==> src/rtl/fifo_pkg.sv <==
`default_nettype none
// ---------------------------------------------------------------------------
// fifo_pkg : default FIFO geometry, flag margins and pointer-width helper.
// Rev 1.0
// ---------------------------------------------------------------------------
package fifo_pkg;

  localparam int FIFO_DATA_W    = 8;
  localparam int FIFO_DEPTH     = 8;
  localparam int FIFO_AF_MARGIN = 2;
  localparam int FIFO_AE_MARGIN = 2;

  // One extra bit beyond the address distinguishes full from empty.
  function automatic int ptr_width(input int depth);
    return $clog2(depth) + 1;
  endfunction

endpackage
`default_nettype wire

==> src/rtl/fifo_mem.sv <==
`default_nettype none
// ---------------------------------------------------------------------------
// fifo_mem : DEPTH x DATA_W register array, synchronous write, registered read.
// Rev 1.0
// ---------------------------------------------------------------------------
module fifo_mem
  import fifo_pkg::*;
#(
  parameter int DATA_W = FIFO_DATA_W,
  parameter int DEPTH  = FIFO_DEPTH,
  parameter int AW     = $clog2(FIFO_DEPTH)
) (
  input  logic              clk,
  input  logic              rst,
  input  logic              we,
  input  logic [AW-1:0]     waddr,
  input  logic [DATA_W-1:0] wdata,
  input  logic              re,
  input  logic [AW-1:0]     raddr,
  output logic [DATA_W-1:0] rdata
);

  logic [DATA_W-1:0] mem [DEPTH];

  // Storage is intentionally not reset.
  always_ff @(posedge clk) begin
    if (we) begin
      mem[waddr] <= wdata;
    end
  end

  always_ff @(posedge clk or negedge rst) begin
    if (!rst) begin
      rdata <= '0;
    end else if (re) begin
      rdata <= mem[raddr];
    end
  end

endmodule
`default_nettype wire

==> src/rtl/async_fifo.sv <==
`default_nettype none
// ---------------------------------------------------------------------------
// async_fifo : single-clock circular FIFO with count-derived status flags.
// Optional overflow/underflow pulses when FIFO_ERR_FLAGS_EN is defined.
// Rev 1.0
// ---------------------------------------------------------------------------
module async_fifo
  import fifo_pkg::*;
#(
  parameter int DATA_W    = FIFO_DATA_W,
  parameter int DEPTH     = FIFO_DEPTH,
  parameter int AF_MARGIN = FIFO_AF_MARGIN,
  parameter int AE_MARGIN = FIFO_AE_MARGIN
) (
  input  logic              clk,
  input  logic              rst,
  input  logic              wr_en,
  input  logic              rd_en,
  input  logic [DATA_W-1:0] wr_data,
  output logic [DATA_W-1:0] rd_data,
  output logic              full,
  output logic              empty,
  output logic              almost_full,
  output logic              almost_empty,
`ifdef FIFO_ERR_FLAGS_EN
  output logic              overflow,
  output logic              underflow,
`endif
  output logic              half
);

  localparam int PW = ptr_width(DEPTH);
  localparam int AW = PW - 1;

  logic [PW-1:0] wptr;
  logic [PW-1:0] rptr;
  logic [PW-1:0] count;
  logic          wr_ok;
  logic          rd_ok;

  assign count = wptr - rptr;

  assign full         = (count == PW'(DEPTH));
  assign empty        = (count == '0);
  assign almost_full  = (count >= PW'(DEPTH - AF_MARGIN));
  assign almost_empty = (count <= PW'(AE_MARGIN));
  assign half         = (count >= PW'(DEPTH / 2));

  // Both requests are qualified by the pre-edge flags; no write-through.
  assign wr_ok = wr_en & ~full;
  assign rd_ok = rd_en & ~empty;

  always_ff @(posedge clk or negedge rst) begin
    if (!rst) begin
      wptr <= '0;
      rptr <= '0;
    end else begin
      if (wr_ok) wptr <= wptr + 1'b1;
      if (rd_ok) rptr <= rptr + 1'b1;
    end
  end

  fifo_mem #(
    .DATA_W (DATA_W),
    .DEPTH  (DEPTH),
    .AW     (AW)
  ) u_mem (
    .clk   (clk),
    .rst   (rst),
    .we    (wr_ok),
    .waddr (wptr[AW-1:0]),
    .wdata (wr_data),
    .re    (rd_ok),
    .raddr (rptr[AW-1:0]),
    .rdata (rd_data)
  );

`ifdef FIFO_ERR_FLAGS_EN
  always_ff @(posedge clk or negedge rst) begin
    if (!rst) begin
      overflow  <= 1'b0;
      underflow <= 1'b0;
    end else begin
      overflow  <= wr_en & full;
      underflow <= rd_en & empty;
    end
  end
`endif

endmodule
`default_nettype wire

==> config.mk <==
export PLATFORM = sky130hd
export DESIGN_NAME = async_fifo
export DESIGN_NICKNAME = d
export VERILOG_FILES = /design/src/rtl/fifo_pkg.sv /design/src/rtl/fifo_mem.sv /design/src/rtl/async_fifo.sv
export SDC_FILE = /design/constraint.sdc
export NUM_CORES = 1
export LEC_CHECK = 0
export CAP_MARGIN = 25
export CORE_MARGIN = 2
export CORE_UTILIZATION = 50
export DETAILED_ROUTE_END_ITERATION = 16
export GPL_ROUTABILITY_DRIVEN = 0
export PLACE_DENSITY = 0.76
export SYNTH_ARGS = -nofsm -noshare
export SYNTH_HDL_FRONTEND = slang
export SYNTH_SLANG_ARGS = --single-unit
==> constraint.sdc <==
create_clock -name clk -period 3.5 [get_ports clk]
set_clock_uncertainty 0.2 [all_clocks]
set_input_delay 0.875 -clock clk [delete_from_list [all_inputs] [get_ports clk]]
set_output_delay 0.875 -clock clk [all_outputs]
set_load 0.02 [all_outputs]
* After elaboration in Yosys (flattened, before gate mapping)
Memory sizes are Yosys's and may differ from the RTL's. A register that Yosys moved wholly into a read port is not among the register bits. Index checks and enable logic that the tools add are counted.
Storage, ports and cells: flip-flop bits (word level) 8, memory bits (writable) 64, bits of input ports 12, output and inout bits 13, logic and storage cells 18, memories kept 1
Operators by class: add/subtract/negate cells 3, $lt $le $gt $ge 3, eq/ne operators 1, mux-type cells 2, bitwise operators 4, reductions and logical operators 2
Memory list:
- u_mem.mem | words 8, bits a word 8, rd ports 1, clocked after memory_dff 1, write ports 1, RTL line fifo_mem.sv:23 | logic [DATA_W-1:0] mem [DEPTH];
Operators by type and width (count):
- $add A4 B1 Y4 const B | 2
- $ge A4 B3 Y1 const B | 2
- $eq A4 B4 Y1 const B | 1
- $le A4 B2 Y1 const B | 1
- $logic_not A4 Y1 | 1
- $sub A4 B4 Y4 | 1
- $and A1 B1 Y1 | 2
- $mux W1 | 2
- $not A1 Y1 | 2
- $logic_not A1 Y1 | 1

* Logic depth before layout (Yosys ltp)
Gate-level depths: netlist of run 1.
depth in word-level cells 6, gate-level depth with buffers 9, gate-level depth less buffers 8

* Modules after synthesis
From an unflattened synthesis of run 1, not the netlist that was laid out.
Second synthesis, totals: cell total of the unflattened synthesis 225, area, all modules 3468.3 µm²
By module, submodules not included:
- fifo_mem | times used 1, cells each 169, area an instance 2861.5 µm², seq. area each 2122.0 µm²
- async_fifo | times used 1, cells each 56, area an instance 606.8 µm², seq. area each 200.2 µm²

* Worst setup path before layout of run 1
No wires, ideal clock.
kind register -> output, start point register rptr[1], end point output port almost_empty, arrival 2.255 ns, required time 2.425 ns, setup slack 0.170 ns, stages on the path, launching flop included 10, buffers on the path 2, path through dfrtp_1 > buf_2 > buf_2 > inv_1 > ha_1 > a21oi_1 > o21ai_4 > xnor2_2 > nand2_1 > nor2_1
On the way: longest elaborated chain between the ends 2
RTL lines:
- from (decl) | RTL line async_fifo.sv:36 | logic [PW-1:0] rptr;
- from (signal assigned) | RTL line async_fifo.sv:59 | if (rd_ok) rptr <= rptr + 1'b1;
- $sub A4 B4 Y4 | RTL line async_fifo.sv:41 | assign count = wptr - rptr;
- $le A4 B2 Y1 | RTL line async_fifo.sv:46 | assign almost_empty = (count <= PW'(AE_MARGIN));
- to (decl) | RTL line async_fifo.sv:24 | output logic almost_empty,
No other way between the ends.

* Final worst setup path of run 1
start point register rptr[0], end point output port full
On the way: longest elaborated chain between the ends 2
RTL lines:
- $sub A4 B4 Y4 | RTL line async_fifo.sv:41
- $eq A4 B4 Y1 | RTL line async_fifo.sv:43 | assign full = (count == PW'(DEPTH));
- to (decl) | RTL line async_fifo.sv:21 | output logic full,
No other way between the ends.

==> metrics.log, run 1 <==
INFO  metric post_synth_most_frequent_cells = 64 x sky130_fd_sc_hd__edfxtp_1, 29 x sky130_fd_sc_hd__nand2_1, 16 x sky130_fd_sc_hd__dfrtp_1
INFO  metric netlist_top_cells_area = sky130_fd_sc_hd__edfxtp_1 57%, sky130_fd_sc_hd__dfrtp_1 12%, sky130_fd_sc_hd__mux4_2 8.7%
INFO  metric ys.warnings.count = 0
INFO  metric final_max_slew_viol_count = 0
INFO  metric worst_pin_slew = ~0.8 ns
INFO  metric route.antenna.remaining_nets = 0
INFO  metric num_vias = between 1500 and 2000
INFO  metric clock_tree.htree_level_count = 3
INFO  metric cpLargestDelayFamily = adder cells
INFO  metric clock_insertion_delay_worst_skew = 0.35 ns
INFO  metric detail_route.iter0.violations = 102
INFO  metric drcViolationCount = 0
INFO  metric synth.largest_area_cell = sky130_fd_sc_hd__edfxtp_1
INFO  metric ys_dominant_reg_cell = sky130_fd_sc_hd__edfxtp_1
INFO  metric clock_sink_count = 80
INFO  metric num_antenna_cells = 0
INFO  metric globalRouteOverflowTotal = 0
INFO  metric power.leakage = ~1.4 nW
INFO  metric global_route_total_usage_across_every_layer = 0.183
INFO  metric timing_worst_setup_path_type = flop to primary output
INFO  metric synth.cell_area = 3370 um2
INFO  metric post_cts_hold_buffer_count = 0
INFO  metric cp_max_fo = 9
INFO  metric p_int = 2.46 mW
INFO  metric fp-row-count = 29
INFO  metric detail_route.vias_per_cell = between 5 and 6
INFO  metric reg2reg_setup_slack = just under 0.7 ns
INFO  metric clockPowerShare = 0.165
INFO  metric slowest_stage_cell_crit_path = sky130_fd_sc_hd__fa_1
INFO  metric clk_root_buffer_cell = sky130_fd_sc_hd__clkbuf_8
INFO  metric clock_period_minus_worst_slack = between 3 and 4 ns
INFO  metric ios = 25
INFO  metric numCtsBuffers = 9
INFO  metric rr_endpoint = u_mem.mem[4][5]
INFO  metric synth_seq_cells = 80
INFO  metric preCtsSetupSlack = 0.177 ns
INFO  metric die_height = 86.1 um
INFO  metric worst_vdd_drop = about 0.40 mV
INFO  metric post_route_cells_drive_above_1_share = 0.272
INFO  metric grt_pass1_wl = roughly 9700 um
INFO  metric final_design_area_no_fill = 3980 um2
INFO  metric arrival = between 2 and 2.5 ns
INFO  metric finalWorstSetupSlack = about 0.093 ns
INFO  metric post_dp_cell_area = ~3800 um2
INFO  metric setup_tns_after_final_layout = 0 ns
INFO  metric clock.fmax = between 0.2 and 0.3 GHz
INFO  metric path_buf_inv = 1
INFO  metric power_frac_seq = 0.346
INFO  metric share_comb_of_total_power = 0.490
INFO  metric synth.top_cell.area_share = 0.571
INFO  metric clock_pin_transition_on_the_worst_setup_and_hold_timing_paths = about 0.080 ns
INFO  metric area_delta_synth_final = 18.1%
INFO  metric netSwitchingPower = ~1.5 mW
INFO  metric route.detailed.wl_per_inst = between 15 and 20 um
INFO  metric timing.slew.headroom = 0.460
INFO  metric worstSetupStartpointType = flop
INFO  metric clockBufferDepth = 2
INFO  metric synthDistinctLibCells = 30
INFO  metric nets = 248
INFO  metric number_of_enable_type_register_cells_in_the_synthesized_netlist = 64
INFO  metric synthesis.nets = about 210
INFO  metric maximum_number_of_pins_on_one_net_before_global_route_repair = 20
INFO  metric nFillCells = 461
INFO  metric timing.hold.worst.class = flop to flop
INFO  metric placeableCoreArea = 6420 um2
INFO  metric yosys.cell_count.top_type = sky130_fd_sc_hd__edfxtp_1
INFO  metric grt_pass1_vias = about 1800
INFO  metric power_switching_share = 0.374
INFO  metric path_depth = 6
INFO  metric min_period_over_period = 0.973
INFO  metric initial_core_util = 0.524
INFO  metric cts_setup_buffers = 0
INFO  metric syn_avg_cell_area = roughly 18 um2
INFO  metric power_density = 990 nW/um2
INFO  metric worst_setup_sp = rptr[0]
INFO  metric max_cap_violations = 0
INFO  metric wl = 5870 um
INFO  metric worstPathRequired = about 2.4 ns
INFO  metric port-buffer-count = 24
INFO  metric async_reset_ff_frac = 0.200
INFO  metric antenna_found_initial = 0
INFO  metric critical-path-max-stage-delay = approximately 0.42 ns
INFO  metric final_hold_viol_count = 0
INFO  metric crit_path_end = full
INFO  metric floorplan.die.width = about 86 um
INFO  metric syn_inst = between 150 and 200
INFO  metric critical_path.reg2reg.startpoint = rptr[0]
INFO  metric tritoncts_clock_tree = yes
INFO  metric worstRegToRegCells = 7
INFO  metric die_area = ~7400 um2
INFO  metric seq_area_frac_synth = 0.690
INFO  metric run_status = completed
INFO  metric detailed_place_hpwl = ~3800 um
INFO  metric setup_violations = 0
INFO  metric worstPathCellList = ha_1 -> fa_1 -> xor2_2 -> nand3_4 -> nor2_1 -> clkdlybuf4s15_1
INFO  metric drtPass1Iterations = 4
INFO  metric critical_path.endpoint_type = primary output
## how the worst min path moves through the flow
stage | startpoint | endpoint | slack (ns) | cells past startpoint
2_1_floorplan | wptr[3] | wptr[3] | 0.33 | 1
3_3_place_gp | u_mem.rdata[0] | u_mem.rdata[0] | 0.29 | 1
3_5_place_dp | u_mem.rdata[3] | u_mem.rdata[3] | 0.29 | 1
4_1_cts | u_mem.rdata[3] | u_mem.rdata[3] | 0.31 | 1
5_1_grt | u_mem.rdata[1] | u_mem.rdata[1] | 0.33 | 1
6_report | u_mem.rdata[7] | u_mem.rdata[7] | 0.31 | 1
## power groups by stage
stage	Combinational, mW	Clock, mW	Sequential, mW
after floorplan	1.30	0	1.42
after global placement	1.94	0	1.37
after detailed placement	1.99	0	1.38
after global routing	2.11	0.705	1.38
after CTS	1.95	0.667	1.36
final	1.93	0.648	1.36
## worst reg2reg max path, stage by stage (launching register included)
cell,delay (ns)
sky130_fd_sc_hd__dfrtp_1,0.41
sky130_fd_sc_hd__ha_1,0.27
sky130_fd_sc_hd__fa_1,0.42
sky130_fd_sc_hd__xor2_2,0.19
sky130_fd_sc_hd__nand3_4,0.17
sky130_fd_sc_hd__o21ai_4,0.14
sky130_fd_sc_hd__nor4_2,0.46
sky130_fd_sc_hd__buf_4,0.27
## cells in the final DEF, fill, tap and decap left out, drive strengths merged, types with 2 or more instances in the layout
master          n
clkdlybuf4s50  19
buf            14
xor2            4
nand2          29
clkdlybuf4s15   2
mux4           16
dfrtp          16
inv             5
edfxtp         64
o211ai          2
nor3            3
ha              5
dlygate4sd2     2
xnor2           6
nor4            4
a21oi           2
clkbuf         11
mux2           10
nor2            5
clkinv          4
o21ai           4
## state kept, by name, summed over array words and instances, names as in the netlist
name,flops
u_mem.mem,64
u_mem.rdata,8
wptr,4
rptr,4
## routing by layer
| metal | vias up | wire length [um] | track usage |
|---|---|---|---|
| met5 | - | 0 | 0 |
| met4 | 0 | 135 | 0.0823 |
| met3 | 12 | 206 | 0.0462 |
| met2 | 33 | 3090 | 0.307 |
| met1 | 891 | 2430 | 0.223 |
| li1 | 801 | - | - |
## per-stage QoR
| step | hold slack (ns) | instances | total power [mW] | util |
|---|---|---|---|---|
| finish | 0.305 | 312 | 3.94 | 0.619 |
| floorplan | 0.326 | 188 | 2.72 | - |
| CTS | 0.311 | 312 | 3.97 | 0.618 |
| global route | 0.330 | 312 | 4.20 | 0.619 |
| global placement | 0.288 | 294 | 3.31 | 0.587 |
| detailed placement | 0.294 | 296 | 3.37 | 0.589 |
## area by class of cell
class	instances	area, um2	area share
flip-flops and latches	80	2320	0.584
multi-input cells	96	1000	0.252
repair buffers	38	345	0.0868
clock buffers	11	131	0.0330
well taps	77	96.3	0.0242
clock inverters	5	57.6	0.0145
inverters	5	18.8	0.00472
## repair_timing
item	CTS	global route
gates cloned	0	0
gates resized for setup	5	4
endpoints found under the setup margin	4	4
## cell families (layout without fill, tap and decap cells)
kind of cell	after synthesis	count (layout)	share of synthesized area
xor gates and xnor gates	10	10	0.0349
and+or+nand+nor	44	44	0.0591
adders and majority gates	6	6	0.0245
buffers and inverters	12	59	0.0189
DFF	80	80	0.690
AOI/OAI and AO/OA	10	10	0.0279
muxes	26	26	0.145
Power figures use the tool's default switching activity.
==> run 2, diff against run 1 <==
CTS_CLUSTER_SIZE = 12   (was not set)
TNS_END_PERCENT = 100   (was not set)
==> results of run 2 <==
No change in the layout: final DEF, timing and power equal those of run 1.
